`src/rtl/grf_scoreboard_if.sv`:
```
// Issue/retire bus between decode/issue, writeback and the GRF hazard scoreboard.
interface grf_scoreboard_if;
    logic        IssueValid;
    logic        IssueUseA;
    logic [4:0]  IssueSrcA;
    logic        IssueUseB;
    logic [4:0]  IssueSrcB;
    logic        IssueWr;
    logic [4:0]  IssueDst;
    logic        RetireValid;
    logic [4:0]  RetireDst;
    logic        Stall;
    logic        Issued;
    logic [31:0] BusyVec;
    logic [4:0]  InFlight;
    logic        RetireErr;

    modport master (
        output IssueValid, IssueUseA, IssueSrcA, IssueUseB, IssueSrcB,
               IssueWr, IssueDst, RetireValid, RetireDst,
        input  Stall, Issued, BusyVec, InFlight, RetireErr
    );

    modport slave (
        input  IssueValid, IssueUseA, IssueSrcA, IssueUseB, IssueSrcB,
               IssueWr, IssueDst, RetireValid, RetireDst,
        output Stall, Issued, BusyVec, InFlight, RetireErr
    );
endinterface

```
`src/rtl/grf_scoreboard.sv`:
```
// Hazard scoreboard for the 32x32 GRF: per-register pending-write counters,
// combinational issue stall, retire bookkeeping and a sticky unmatched-retire flag.
// Register 0 is hardwired: never pending, writes to it are ignored.
module grf_scoreboard #(
    parameter int CNT_W        = 2,
    parameter int MAX_INFLIGHT = 4
) (
    input logic            Clk,
    input logic            Reset,
    grf_scoreboard_if.slave bus
);

    localparam logic [CNT_W-1:0] CNT_MAX = {CNT_W{1'b1}};
    localparam logic [4:0]       INF_MAX = 5'(MAX_INFLIGHT);

    logic [CNT_W-1:0] count [32];
    logic [4:0]       inflight;
    logic             retire_err;

    logic             retire_nz;
    logic             retire_hit;
    logic             retire_miss;
    logic             haz_a;
    logic             haz_b;
    logic             haz_dst;
    logic             haz_cap;
    logic             stall;
    logic             issue_wr;
    logic [CNT_W-1:0] cnt_src_a;
    logic [CNT_W-1:0] cnt_src_b;
    logic [CNT_W-1:0] cnt_dst;
    logic [CNT_W-1:0] cnt_ret;

    // Hazard evaluation from current state and current inputs; a retire
    // in the same cycle is forwarded so a dependent issue need not wait.
    always_comb begin
        cnt_src_a   = count[bus.IssueSrcA];
        cnt_src_b   = count[bus.IssueSrcB];
        cnt_dst     = count[bus.IssueDst];
        cnt_ret     = count[bus.RetireDst];

        retire_nz   = bus.RetireValid && (bus.RetireDst != 5'd0);
        retire_hit  = retire_nz && (cnt_ret != '0);
        retire_miss = retire_nz && (cnt_ret == '0);

        haz_a   = bus.IssueUseA && (bus.IssueSrcA != 5'd0) && (cnt_src_a != '0) &&
                  !(retire_hit && (bus.RetireDst == bus.IssueSrcA) && (cnt_src_a == CNT_W'(1)));
        haz_b   = bus.IssueUseB && (bus.IssueSrcB != 5'd0) && (cnt_src_b != '0) &&
                  !(retire_hit && (bus.RetireDst == bus.IssueSrcB) && (cnt_src_b == CNT_W'(1)));
        haz_dst = bus.IssueWr && (bus.IssueDst != 5'd0) && (cnt_dst == CNT_MAX) &&
                  !(retire_hit && (bus.RetireDst == bus.IssueDst));
        haz_cap = bus.IssueWr && (bus.IssueDst != 5'd0) && (inflight == INF_MAX) &&
                  !retire_hit;

        stall    = bus.IssueValid && (haz_a || haz_b || haz_dst || haz_cap);
        issue_wr = bus.IssueValid && !stall && bus.IssueWr && (bus.IssueDst != 5'd0);
    end

    // Per-register pending counters; same-register issue and retire cancel.
    always_ff @(posedge Clk or posedge Reset) begin
        if (Reset) begin
            for (int r = 0; r < 32; r++) count[r] <= '0;
        end else begin
            count[0] <= '0;
            for (int r = 1; r < 32; r++) begin
                if (issue_wr && (bus.IssueDst == 5'(r)) &&
                    !(retire_hit && (bus.RetireDst == 5'(r))))
                    count[r] <= count[r] + CNT_W'(1);
                else if (retire_hit && (bus.RetireDst == 5'(r)) &&
                         !(issue_wr && (bus.IssueDst == 5'(r))))
                    count[r] <= count[r] - CNT_W'(1);
            end
        end
    end

    // Total pending writes, moves by at most one per cycle.
    always_ff @(posedge Clk or posedge Reset) begin
        if (Reset)
            inflight <= 5'd0;
        else if (issue_wr && !retire_hit)
            inflight <= inflight + 5'd1;
        else if (retire_hit && !issue_wr)
            inflight <= inflight - 5'd1;
    end

    // Sticky flag for a retire to a register with nothing pending.
    always_ff @(posedge Clk or posedge Reset) begin
        if (Reset)
            retire_err <= 1'b0;
        else if (retire_miss)
            retire_err <= 1'b1;
    end

    // Busy vector derived from the counters; register 0 is never busy.
    always_comb begin
        bus.BusyVec = 32'd0;
        for (int r = 1; r < 32; r++) bus.BusyVec[r] = (count[r] != '0);
    end

    assign bus.Stall     = stall;
    assign bus.Issued    = bus.IssueValid && !stall;
    assign bus.InFlight  = inflight;
    assign bus.RetireErr = retire_err;

endmodule

```
`src/flat_wrapper.sv`:
```
// flat-port wrapper written by rule: the top's interface ports become plain ports
module grf_scoreboard_flat 
#(
    parameter int CNT_W        = 2,
    parameter int MAX_INFLIGHT = 4
)
  (Clk, Reset, bus_IssueValid, bus_IssueUseA, bus_IssueSrcA, bus_IssueUseB, bus_IssueSrcB, bus_IssueWr, bus_IssueDst, bus_RetireValid, bus_RetireDst, bus_Stall, bus_Issued, bus_BusyVec, bus_InFlight, bus_RetireErr);
  grf_scoreboard_if bus_i ();
  input logic Clk;
  input logic Reset;
  input wire logic [$bits(bus_i.IssueValid)-1:0] bus_IssueValid;
  input wire logic [$bits(bus_i.IssueUseA)-1:0] bus_IssueUseA;
  input wire logic [$bits(bus_i.IssueSrcA)-1:0] bus_IssueSrcA;
  input wire logic [$bits(bus_i.IssueUseB)-1:0] bus_IssueUseB;
  input wire logic [$bits(bus_i.IssueSrcB)-1:0] bus_IssueSrcB;
  input wire logic [$bits(bus_i.IssueWr)-1:0] bus_IssueWr;
  input wire logic [$bits(bus_i.IssueDst)-1:0] bus_IssueDst;
  input wire logic [$bits(bus_i.RetireValid)-1:0] bus_RetireValid;
  input wire logic [$bits(bus_i.RetireDst)-1:0] bus_RetireDst;
  output wire logic [$bits(bus_i.Stall)-1:0] bus_Stall;
  output wire logic [$bits(bus_i.Issued)-1:0] bus_Issued;
  output wire logic [$bits(bus_i.BusyVec)-1:0] bus_BusyVec;
  output wire logic [$bits(bus_i.InFlight)-1:0] bus_InFlight;
  output wire logic [$bits(bus_i.RetireErr)-1:0] bus_RetireErr;
  assign bus_i.IssueValid = bus_IssueValid;
  assign bus_i.IssueUseA = bus_IssueUseA;
  assign bus_i.IssueSrcA = bus_IssueSrcA;
  assign bus_i.IssueUseB = bus_IssueUseB;
  assign bus_i.IssueSrcB = bus_IssueSrcB;
  assign bus_i.IssueWr = bus_IssueWr;
  assign bus_i.IssueDst = bus_IssueDst;
  assign bus_i.RetireValid = bus_RetireValid;
  assign bus_i.RetireDst = bus_RetireDst;
  assign bus_Stall = bus_i.Stall;
  assign bus_Issued = bus_i.Issued;
  assign bus_BusyVec = bus_i.BusyVec;
  assign bus_InFlight = bus_i.InFlight;
  assign bus_RetireErr = bus_i.RetireErr;
  grf_scoreboard #(.CNT_W(CNT_W), .MAX_INFLIGHT(MAX_INFLIGHT)) u_core (.Clk(Clk), .Reset(Reset), .bus(bus_i));
endmodule
```
`config.mk`:
```
export PLATFORM = sky130hd
export DESIGN_NAME = grf_scoreboard_flat
export DESIGN_NICKNAME = d
export VERILOG_FILES = /design/src/rtl/grf_scoreboard_if.sv /design/src/rtl/grf_scoreboard.sv /design/src/flat_wrapper.sv
export SDC_FILE = /design/constraint.sdc
export NUM_CORES = 1
export LEC_CHECK = 0
export ABC_CLOCK_PERIOD_IN_PS = 4800
export BUFFER_PORTS_ARGS = -buffer_cell sky130_fd_sc_hd__clkbuf_2
export CORE_UTILIZATION = 52
export CTS_CLUSTER_SIZE = 10
export DETAILED_ROUTE_END_ITERATION = 10
export MAX_ROUTING_LAYER = met4
export PLACE_DENSITY = 0.72
export REMOVE_ABC_BUFFERS = 1
export SYNTH_ARGS = -nofsm -noshare
export SYNTH_HDL_FRONTEND = slang
export SYNTH_SLANG_ARGS = --single-unit
```
`constraint.sdc`:
```
create_clock -name Clk -period 4.8 [get_ports Clk]
set_input_delay 0.48 -clock Clk [delete_from_list [all_inputs] [get_ports Clk]]
set_output_delay 0.48 -clock Clk [all_outputs]
set_load 0.01 [all_outputs]
```
==> flow_summary.json, run 1 <==
{
  "core_area_um2": 12200,
  "fin_area_um2": 7250,
  "max_freq_ghz": 0.254,
  "initial_core_util": 0.541,
  "end_kind": "flop",
  "clkTransAtPathRegs_ns": 0.06,
  "grt_overflow": 0,
  "clock_sinks": 68,
  "drt-pass1-iter-count": 5,
  "syn_inst": 666,
  "ys_seq_area_frac": 0.258,
  "cts_buffers": 9,
  "antenna_found_initial": 0,
  "track_usage": 0.344,
  "tns_ns": 0,
  "ctsResizeCount": 0,
  "finalNetCount": 771,
  "cts_tree": "done",
  "slew_headroom": 0.400,
  "drt-vias-per-instance": 6.38,
  "skew_ns": 0.00895,
  "setup_viol_count_final": 0,
  "hold_class": "in2async",
  "globalplace.congestion": 1.00,
  "finalCritPeriodShare": 0.819,
  "fin_hold_ws_ns": 0.388,
  "drt_iter0_markers": 594,
  "p_leak_nw": 3.27,
  "wl_per_cell_um": 23.1,
  "crit_arrival_ns": 4.16,
  "finalNonFillerCells": 881,
  "start_kind": "input pin",
  "yosys.area.top_type": "dfrtp_1",
  "ioPinCount": 67,
  "portBuffers": 65,
  "worst_slew_pin_slew_ns": 0.899,
  "crit_type": "in2reg",
  "final_core_util": 0.597,
  "min_period_ns": 3.93,
  "wirelength_um": 20400,
  "die_h_um": 115,
  "hold_buffers": 0,
  "grt_max_degree": 69,
  "drc": 0,
  "crit_fanout": 19,
  "hold_viol": 0,
  "clock_latency_ns": 0.35,
  "htreeDepth": 3,
  "synth-seq-cells": 68,
  "place_inst": 865,
  "detailed_place_hpwl_um": 15300,
  "vdd_drop_max_mv": 0.301,
  "synth_common_cells": "72 x xor2_1, 68 x dfrtp_1, 62 x nor2_1, 42 x nand3_1, 41 x xnor2_1",
  "syn_area_um2": 6580,
  "die_w_um": 115,
  "drv_slew": 0,
  "syn_avg_cell_area_um2": 9.89,
  "synth_top_flop_cell": "dfrtp_1",
  "p_per_area_nw_per_um2": 528,
  "yosysMostFrequentCell": "xor2_1",
  "status": "finished, final reports clean",
  "synth_top_cell_area_share": 0.258,
  "grt_pass1_wl_um": 32100,
  "synth-edff-count": 0,
  "required_ns": 5.03,
  "root_buffer": "clkbuf_16",
  "cts_setup_buffers": 0,
  "yosysWarnings": 0,
  "dpl_cell_area_um2": 6950,
  "clock_path_buffers": 2,
  "drtAntennaViolNets": 0,
  "grt_pass1_vias": 5561,
  "ys_async_sr_fraction": 1.00,
  "synth_area_leaders": "dfrtp_1 26%, mux4_2 12%, xor2_1 9.6%, ha_1 6.7%, xnor2_1 5.5%",
  "dieArea_um2": 13100,
  "ys_types": 63,
  "rows": 40,
  "drv_cap": 0,
  "routed-via-count": 5622,
  "rsz0062_at_grt": "no",
  "final_layout_size_suffix_gt1_frac": 0.271,
  "num_antenna_cells": 0,
  "area_growth_pct": 10.2
}
## critical path, cell delays in order
cell and delay (ns):
clkbuf_2 0.39, mux4_1 0.62, mux4_2 0.48, a32o_2 0.26
o31a_2 0.34, nor3b_2 0.18, ha_1 0.25, inv_1 0.11
ha_1 0.33, a21o_1 0.19, a21oi_1 0.18, xnor2_1 0.14
nor2_1 0.06, xor2_1 0.14
## cells in the final DEF, fill, tap and decap left out, types with 3 or more instances in the layout
cell type / n
a21o_1: 4
a21oi_1: 8
a221oi_1: 4
a22oi_1: 3
a311oi_1: 3
buf_4: 8
clkbuf_16: 9
clkbuf_2: 65
dfrtp_1: 68
ha_1: 35
inv_1: 30
mux2_2: 9
mux2i_1: 23
mux4_1: 5
mux4_2: 36
nand2_1: 26
nand3_1: 42
nand3b_1: 5
nand4_1: 10
nor2_1: 62
nor2b_1: 11
nor3_1: 15
nor3_2: 15
nor3b_1: 3
nor3b_2: 9
nor4_1: 5
o21a_1: 3
o21ai_0: 6
or2_2: 25
or3_1: 9
xnor2_1: 41
xor2_1: 72
## registers in the layout, indices dropped and copies added, names as in the netlist
name,flops
u_core.bus.InFlight,5
u_core.bus.RetireErr,1
u_core.count,62
## through the flow
step / setup slack [ns] / power (W)
6_report: 0.867 / 0.00383
2_1_floorplan: 0.501 / 0.00237
5_1_grt: 0.697 / 0.00403
3_5_place_dp: 0.511 / 0.00312
4_1_cts: 0.872 / 0.00381
3_3_place_gp: 0.596 / 0.00307
## kinds of logic after synthesis
group	share of synthesized area
other cells	0.000570
mux	0.193
flops	0.258
compound gates	0.0570
xor+xnor	0.150
buf+inv	0.0530
simple gates	0.218
fa+ha+maj	0.0696
## routing by layer
metal	vias to the layer above	global-route usage	part of all wire
li1	2470	-	-
met1	2778	0.467	0.43
met2	324	0.492	0.43
met3	50	0.102	0.11
met4	0	0.107	0.027
met5	-	-	0
## path summary, 6_finish.rpt
kind | from | endpoint | slack [ns] | depth (start not counted)
worst max-delay path | bus_IssueDst[0] | u_core.bus.InFlight[4] | 0.87 | 14
worst min-delay path | Reset | u_core.count[12] | 0.39 | 3
worst max register to register | u_core.count[18] | u_core.bus.InFlight[4] | 0.93 | 15
min in group Clk | bus_RetireValid | u_core.bus.RetireErr | 0.41 | 3
worst min register to register | u_core.bus.RetireErr | u_core.bus.RetireErr | 0.49 | 1
max in group asynchronous | Reset | u_core.count[54] | 3.82 | 3
## power breakdown
group | internal [W] | switching [W] | leakage (nW) | total [W]
sequential | 0.000832 | 0.000606 | 0.848 | 0.00144
clock | 0.000415 | 0.000254 | 0.144 | 0.000669
combinational | 0.000878 | 0.000849 | 2.28 | 0.00173
## final cells by class
class / count / area [um^2]
tap: 168 / 210
multi-input combinational: 524 / 4530
fill: 1035 / 4910
timing repair buffer: 73 / 385
sequential: 68 / 1700
inverter: 32 / 120
clock inverter: 6 / 63.8
clock buffer: 10 / 239
No activity file was read; power rests on OpenSTA's default activity.
==> run 2: changes to the inputs <==
Settings changed: ABC_CLOCK_PERIOD_IN_PS 4800 to 3800.
Clock period 4.8 ns to 3.8 ns, I/O delays scaled along.
==> run 2 against run 1 <==
Against the previous run:
- register-to-register slack worse by 0.83 ns
- power is 38% higher
- largest cell class unchanged
- non-clock buffer count up 67
- critical path depth up 2
- highest routed layer unchanged
- routed wire length rose by 7.6%
- clock skew decreased by 0.0052 ns
==> flow_summary.json, run 2 (same netlist as run 1, synthesis figures left out) <==
{
  "min_period_ns": 3.70,
  "finalNetCount": 838,
  "clock_sinks": 68,
  "rsz0062_at_grt": "no",
  "antenna_found_initial": 0,
  "regToRegEndpoint": "u_core.bus.InFlight[4]",
  "hold_viol": 0,
  "largest_register_ffs": 62,
  "final_common_cell": "buf_4",
  "drt-pass1-iter-count": 7,
  "start_kind": "flop",
  "die_h_um": 115,
  "setup_viol_count_final": 0,
  "initial_core_util": 0.541,
  "crit_type": "reg2reg",
  "grt_pass1_vias": 5830,
  "startpoint": "u_core.count[46]",
  "required_ns": 4.02,
  "clock_latency_ns": 0.34,
  "reg2reg_from": "u_core.count[46]",
  "dpl_cell_area_um2": 7420,
  "regMostFlops": "u_core.count",
  "routed-via-count": 5957,
  "drtAntennaViolNets": 0,
  "mostFrequentLayoutCells": "73 x buf_4, 72 x xor2_1, 65 x clkbuf_2, 62 x nor2_1, 52 x dfrtp_1",
  "r2r_slack_ns": 0.10,
  "detailed_place_hpwl_um": 16900,
  "drv_cap": 0,
  "clock_path_buffers": 2,
  "rr_worst_depth": 16,
  "end_kind": "flop",
  "fin_area_um2": 7830,
  "hold_class": "in2async",
  "ioPinCount": 67,
  "multiInputGateArea_um2": 4550,
  "crit_fanout": 6,
  "max_freq_ghz": 0.271,
  "cts_buffers": 9,
  "status": "finished, final reports clean",
  "vdd_drop_max_mv": 0.427,
  "root_buffer": "clkbuf_16",
  "die_w_um": 115,
  "p_per_area_nw_per_um2": 674,
  "dieArea_um2": 13100,
  "core_area_um2": 12200,
  "track_usage": 0.359,
  "htreeDepth": 3,
  "cts_tree": "done",
  "grt_pass1_wl_um": 33500,
  "regArea_um2": 1720,
  "final_layout_size_suffix_gt1_frac": 0.355,
  "finalCritPeriodShare": 0.972,
  "rows": 40,
  "num_antenna_cells": 0,
  "drt_iter0_markers": 809,
  "skew_ns": 0.00377,
  "fill_cells": 983,
  "portBuffers": 65,
  "globalplace.congestion": 1.05,
  "wl_per_cell_um": 23.1,
  "clkTransAtPathRegs_ns": 0.06,
  "grt_max_degree": 37,
  "drt-vias-per-instance": 6.28,
  "drv_slew": 0,
  "fin_hold_ws_ns": 0.172,
  "worst_slew_pin_slew_ns": 0.782,
  "drc": 0,
  "slew_headroom": 0.478,
  "grt_overflow": 0,
  "wirelength_um": 21900,
  "p_leak_nw": 3.60,
  "crit_arrival_ns": 3.92,
  "area_growth_pct": 18.9
}
[run 2: worst max path at each step]
stage | end | cells past startpoint | slack [ns]
2_1_floorplan | u_core.bus.InFlight[4] | 15 | -0.50
3_3_place_gp | u_core.bus.InFlight[4] | 16 | -0.04
3_5_place_dp | u_core.bus.InFlight[4] | 16 | -0.07
4_1_cts | u_core.bus.InFlight[4] | 15 | 0.04
5_1_grt | u_core.bus.InFlight[4] | 15 | 0.006
6_report | u_core.bus.InFlight[4] | 16 | 0.10
[run 2: layout make-up]
class	count	area share
clock buffer	9	0.0288
clock inverter	7	0.0117
inverter	32	0.0153
multi-input combinational	524	0.581
sequential	68	0.220
tap	168	0.0268
timing repair buffer	140	0.117
[run 2: where the power goes]
part           total [W]  switching, W  internal, W  leakage [nW]
clock network   0.000904      0.000332     0.000572         0.155
registers        0.00162      0.000554      0.00107         0.828
logic            0.00275       0.00139      0.00135          2.62
total            0.00528       0.00228      0.00300          3.60
[run 2: per-stage QoR]
stage	TNS, ns	setup slack (ns)	util	power (W)	cells
after floorplan	-1.00	-0.499	-	0.00300	624
after global placement	-0.0419	-0.0419	0.610	0.00414	924
after detailed placement	-0.0653	-0.0653	0.610	0.00421	924
after CTS	0	0.0438	0.636	0.00514	940
after global routing	0	0.00635	0.644	0.00551	948
final	0	0.105	0.644	0.00528	948
[run 2: timing repair]
item / CTS / global route
endpoints found under the setup margin: 0 / 2
setup buffers: 0 / 8
hold buffers: 0 / 0
gates resized for setup: 0 / 18
[run 2: worst max-delay path: stages (launching register included)]
cell and delay [ns]:
dfrtp_1 0.49, mux2i_1 0.12, mux4_2 0.45, or3_1 0.32, and4_1 0.21, or3_4 0.43
nand4_4 0.13, nor3b_4 0.06, ha_1 0.21, buf_4 0.15, fa_1 0.41, inv_1 0.09
a21o_1 0.11, a21oi_1 0.07, xnor2_1 0.14, nor2_1 0.06, xor2_1 0.14
[run 2: metal layers]
layer  vias to the layer above  global-route usage  routed length (um)
met5                         -                   -                   0
met4                         0               0.147                 909
met3                        67              0.0852                2320
met2                       377               0.513                9540
met1                      2914               0.489                9140
li1                       2599                   -                   -
==> run 3: changes to the inputs <==
Settings changed: ABC_CLOCK_PERIOD_IN_PS 3800 to 3600.
Clock period 3.8 ns to 3.6 ns, I/O delays scaled along.
==> run 3 against run 2 <==
Against the previous run:
- the run now ends with negative setup slack left
- highest routed layer unchanged
- power increased by 12%
- routed wire length increased by 1.6%
- clock power increased by 7.5%
- sequential power increased by 4%
- maximum frequency increased by 1.7%
- worst setup slack got worse by 0.14 ns
- non-clock buffer count increased by 51
- hold slack got worse by 0.036 ns
- largest cell class unchanged
- cell area increased by 5.9%
==> flow_summary.json, run 3 (same netlist as run 1, synthesis figures left out) <==
{
  "status": "finished, violations left",
  "violations": "negative setup slack",
  "drc": 0,
  "grt_pass1_vias": 6018,
  "fill_cells": 992,
  "drv_cap": 0,
  "ioPinCount": 67,
  "detailed_place_hpwl_um": 17500,
  "min_period_ns": 3.63,
  "fin_area_um2": 8290,
  "clock_latency_ns": 0.35,
  "antenna_found_initial": 1,
  "htreeDepth": 3,
  "mostFrequentLayoutCells": "122 x buf_4, 72 x xor2_1, 65 x clkbuf_2, 62 x nor2_1, 56 x dfrtp_1",
  "root_buffer": "clkbuf_16",
  "die_h_um": 115,
  "drt-vias-per-instance": 6.11,
  "end_kind": "flop",
  "drt_iter0_markers": 746,
  "grt_max_degree": 36,
  "crit_arrival_ns": 3.86,
  "portBuffers": 65,
  "max_stage_delay_ns": 0.49,
  "hold_buffers": 0,
  "clkTransAtPathRegs_ns": 0.06,
  "routed-via-count": 6108,
  "crit_fanout": 3,
  "p_leak_nw": 3.86,
  "final_core_util": 0.682,
  "regMostFlops": "u_core.count",
  "required_ns": 3.83,
  "rsz0062_at_grt": "yes",
  "cts_tree": "done",
  "skew_ns": 0.00812,
  "drtAntennaViolNets": 0,
  "r2r_slack_ns": -0.03,
  "start_kind": "flop",
  "crit_type": "reg2reg",
  "max_freq_ghz": 0.275,
  "die_w_um": 115,
  "track_usage": 0.366,
  "grt_overflow": 0,
  "area_growth_pct": 25.9,
  "path_cells": "mux4_2 > mux4_2 > a32o_2 > o31a_4 > nor3b_4 > ha_2 > buf_6 > fa_2 > inv_2 > a21o_1 > a21oi_2 > xnor2_1 > nor2_1 > xor2_1",
  "startpoint": "u_core.count[11]",
  "setup_ws_ns": -0.0329,
  "tns_ns": -0.0329,
  "worst_slew_pin_slew_ns": 0.762,
  "grt_pass1_wl_um": 34000,
  "slew_headroom": 0.491,
  "regToRegEndpoint": "u_core.bus.InFlight[4]",
  "clock_sinks": 68,
  "finalCritPeriodShare": 1.01,
  "final_common_cell": "buf_4",
  "vdd_drop_max_mv": 0.418,
  "p_per_area_nw_per_um2": 714,
  "globalplace.congestion": 1.02,
  "dpl_cell_area_um2": 7800,
  "wirelength_um": 22300,
  "rr_worst_depth": 14,
  "critPathBufInv": 2,
  "dieArea_um2": 13100,
  "drv_slew": 0,
  "cp_top_family": "multiplexers",
  "wl_per_cell_um": 22.3,
  "hold_viol": 0,
  "cts_buffers": 9,
  "cpMaxStageDelayCell": "mux4_2",
  "rows": 40,
  "reg2reg_from": "u_core.count[11]",
  "drt-pass1-iter-count": 6,
  "fin_hold_ws_ns": 0.136,
  "final_layout_size_suffix_gt1_frac": 0.407,
  "core_area_um2": 12200,
  "finalNetCount": 889,
  "largest_register_ffs": 62,
  "hold_class": "in2async",
  "pre_cts_slack_ns": -0.222,
  "setup_viol_count_final": 1,
  "crit_path_frequent_cell": "mux4_2",
  "clock_path_buffers": 2,
  "initial_core_util": 0.541
}
run 3: cell types whose count changed in the layout (fill, tap and decap cells not counted), moves of 3 or more:
cell | before | now
dfrtp_2 | 16 | 12
ha_4 | 0 | 3
ha_1 | 35 | 31
dfrtp_1 | 52 | 56
buf_4 | 73 | 122
buf_6 | 0 | 3
run 3: worst max-delay path by stage:
stage	depth (start not counted)	endpoint	slack [ns]
CTS	15	u_core.bus.InFlight[4]	0.003
global placement	14	u_core.bus.InFlight[4]	-0.19
detailed placement	14	u_core.bus.InFlight[4]	-0.22
floorplan	15	u_core.bus.InFlight[4]	-0.70
global route	14	u_core.bus.InFlight[4]	-0.12
finish	14	u_core.bus.InFlight[4]	-0.03
run 3: area by class of cell:
class                           count  area [um^2]  area share
Inverter                           32          120      0.0145
Timing Repair Buffer              191         1290       0.156
Antenna cell                        1         2.50    0.000302
Tap cell                          168          210      0.0254
Clock buffer                       11          243      0.0293
Sequential cell                    68         1720       0.207
Clock inverter                      4         73.8     0.00890
Multi-Input combinational cell    524         4630       0.558
run 3: report_power, final:
group | internal (W) | switching (W) | leakage [nW]
sequential | 0.00113 | 0.000565 | 0.833
combinational | 0.00170 | 0.00156 | 2.88
clock | 0.000622 | 0.000350 | 0.156
total | 0.00345 | 0.00248 | 3.86
run 3: timing repair:
action / CTS / global route
setup endpoints to repair: 2 / 6
pin swaps: 2 / 14
gates resized for setup: 10 / 27
buffers inserted: 4 / 3
run 3: metal layers:
metal	wire, um	track usage	vias to the layer above	part of all wire
met5	0	-	-	0
met4	729	0.151	0	0.033
met3	2620	0.116	61	0.12
met2	9740	0.524	372	0.44
met1	9160	0.479	2972	0.41
li1	-	-	2703	-
run 3: stage by stage:
step                      power (W)  std cells
final                       0.00592        999
after global routing        0.00620        999
after CTS                   0.00576        995
after detailed placement    0.00471        976
after global placement      0.00463        976
after floorplan             0.00317        624
run 3: worst register-to-register path: stages (launching register included):
cell,delay [ns]
dfrtp_1,0.44
mux4_2,0.48
mux4_2,0.49
a32o_2,0.27
o31a_4,0.36
nor3b_4,0.25
ha_2,0.24
buf_6,0.11
fa_2,0.19
inv_2,0.03
a21o_1,0.15
a21oi_2,0.13
xnor2_1,0.12
nor2_1,0.08
xor2_1,0.16
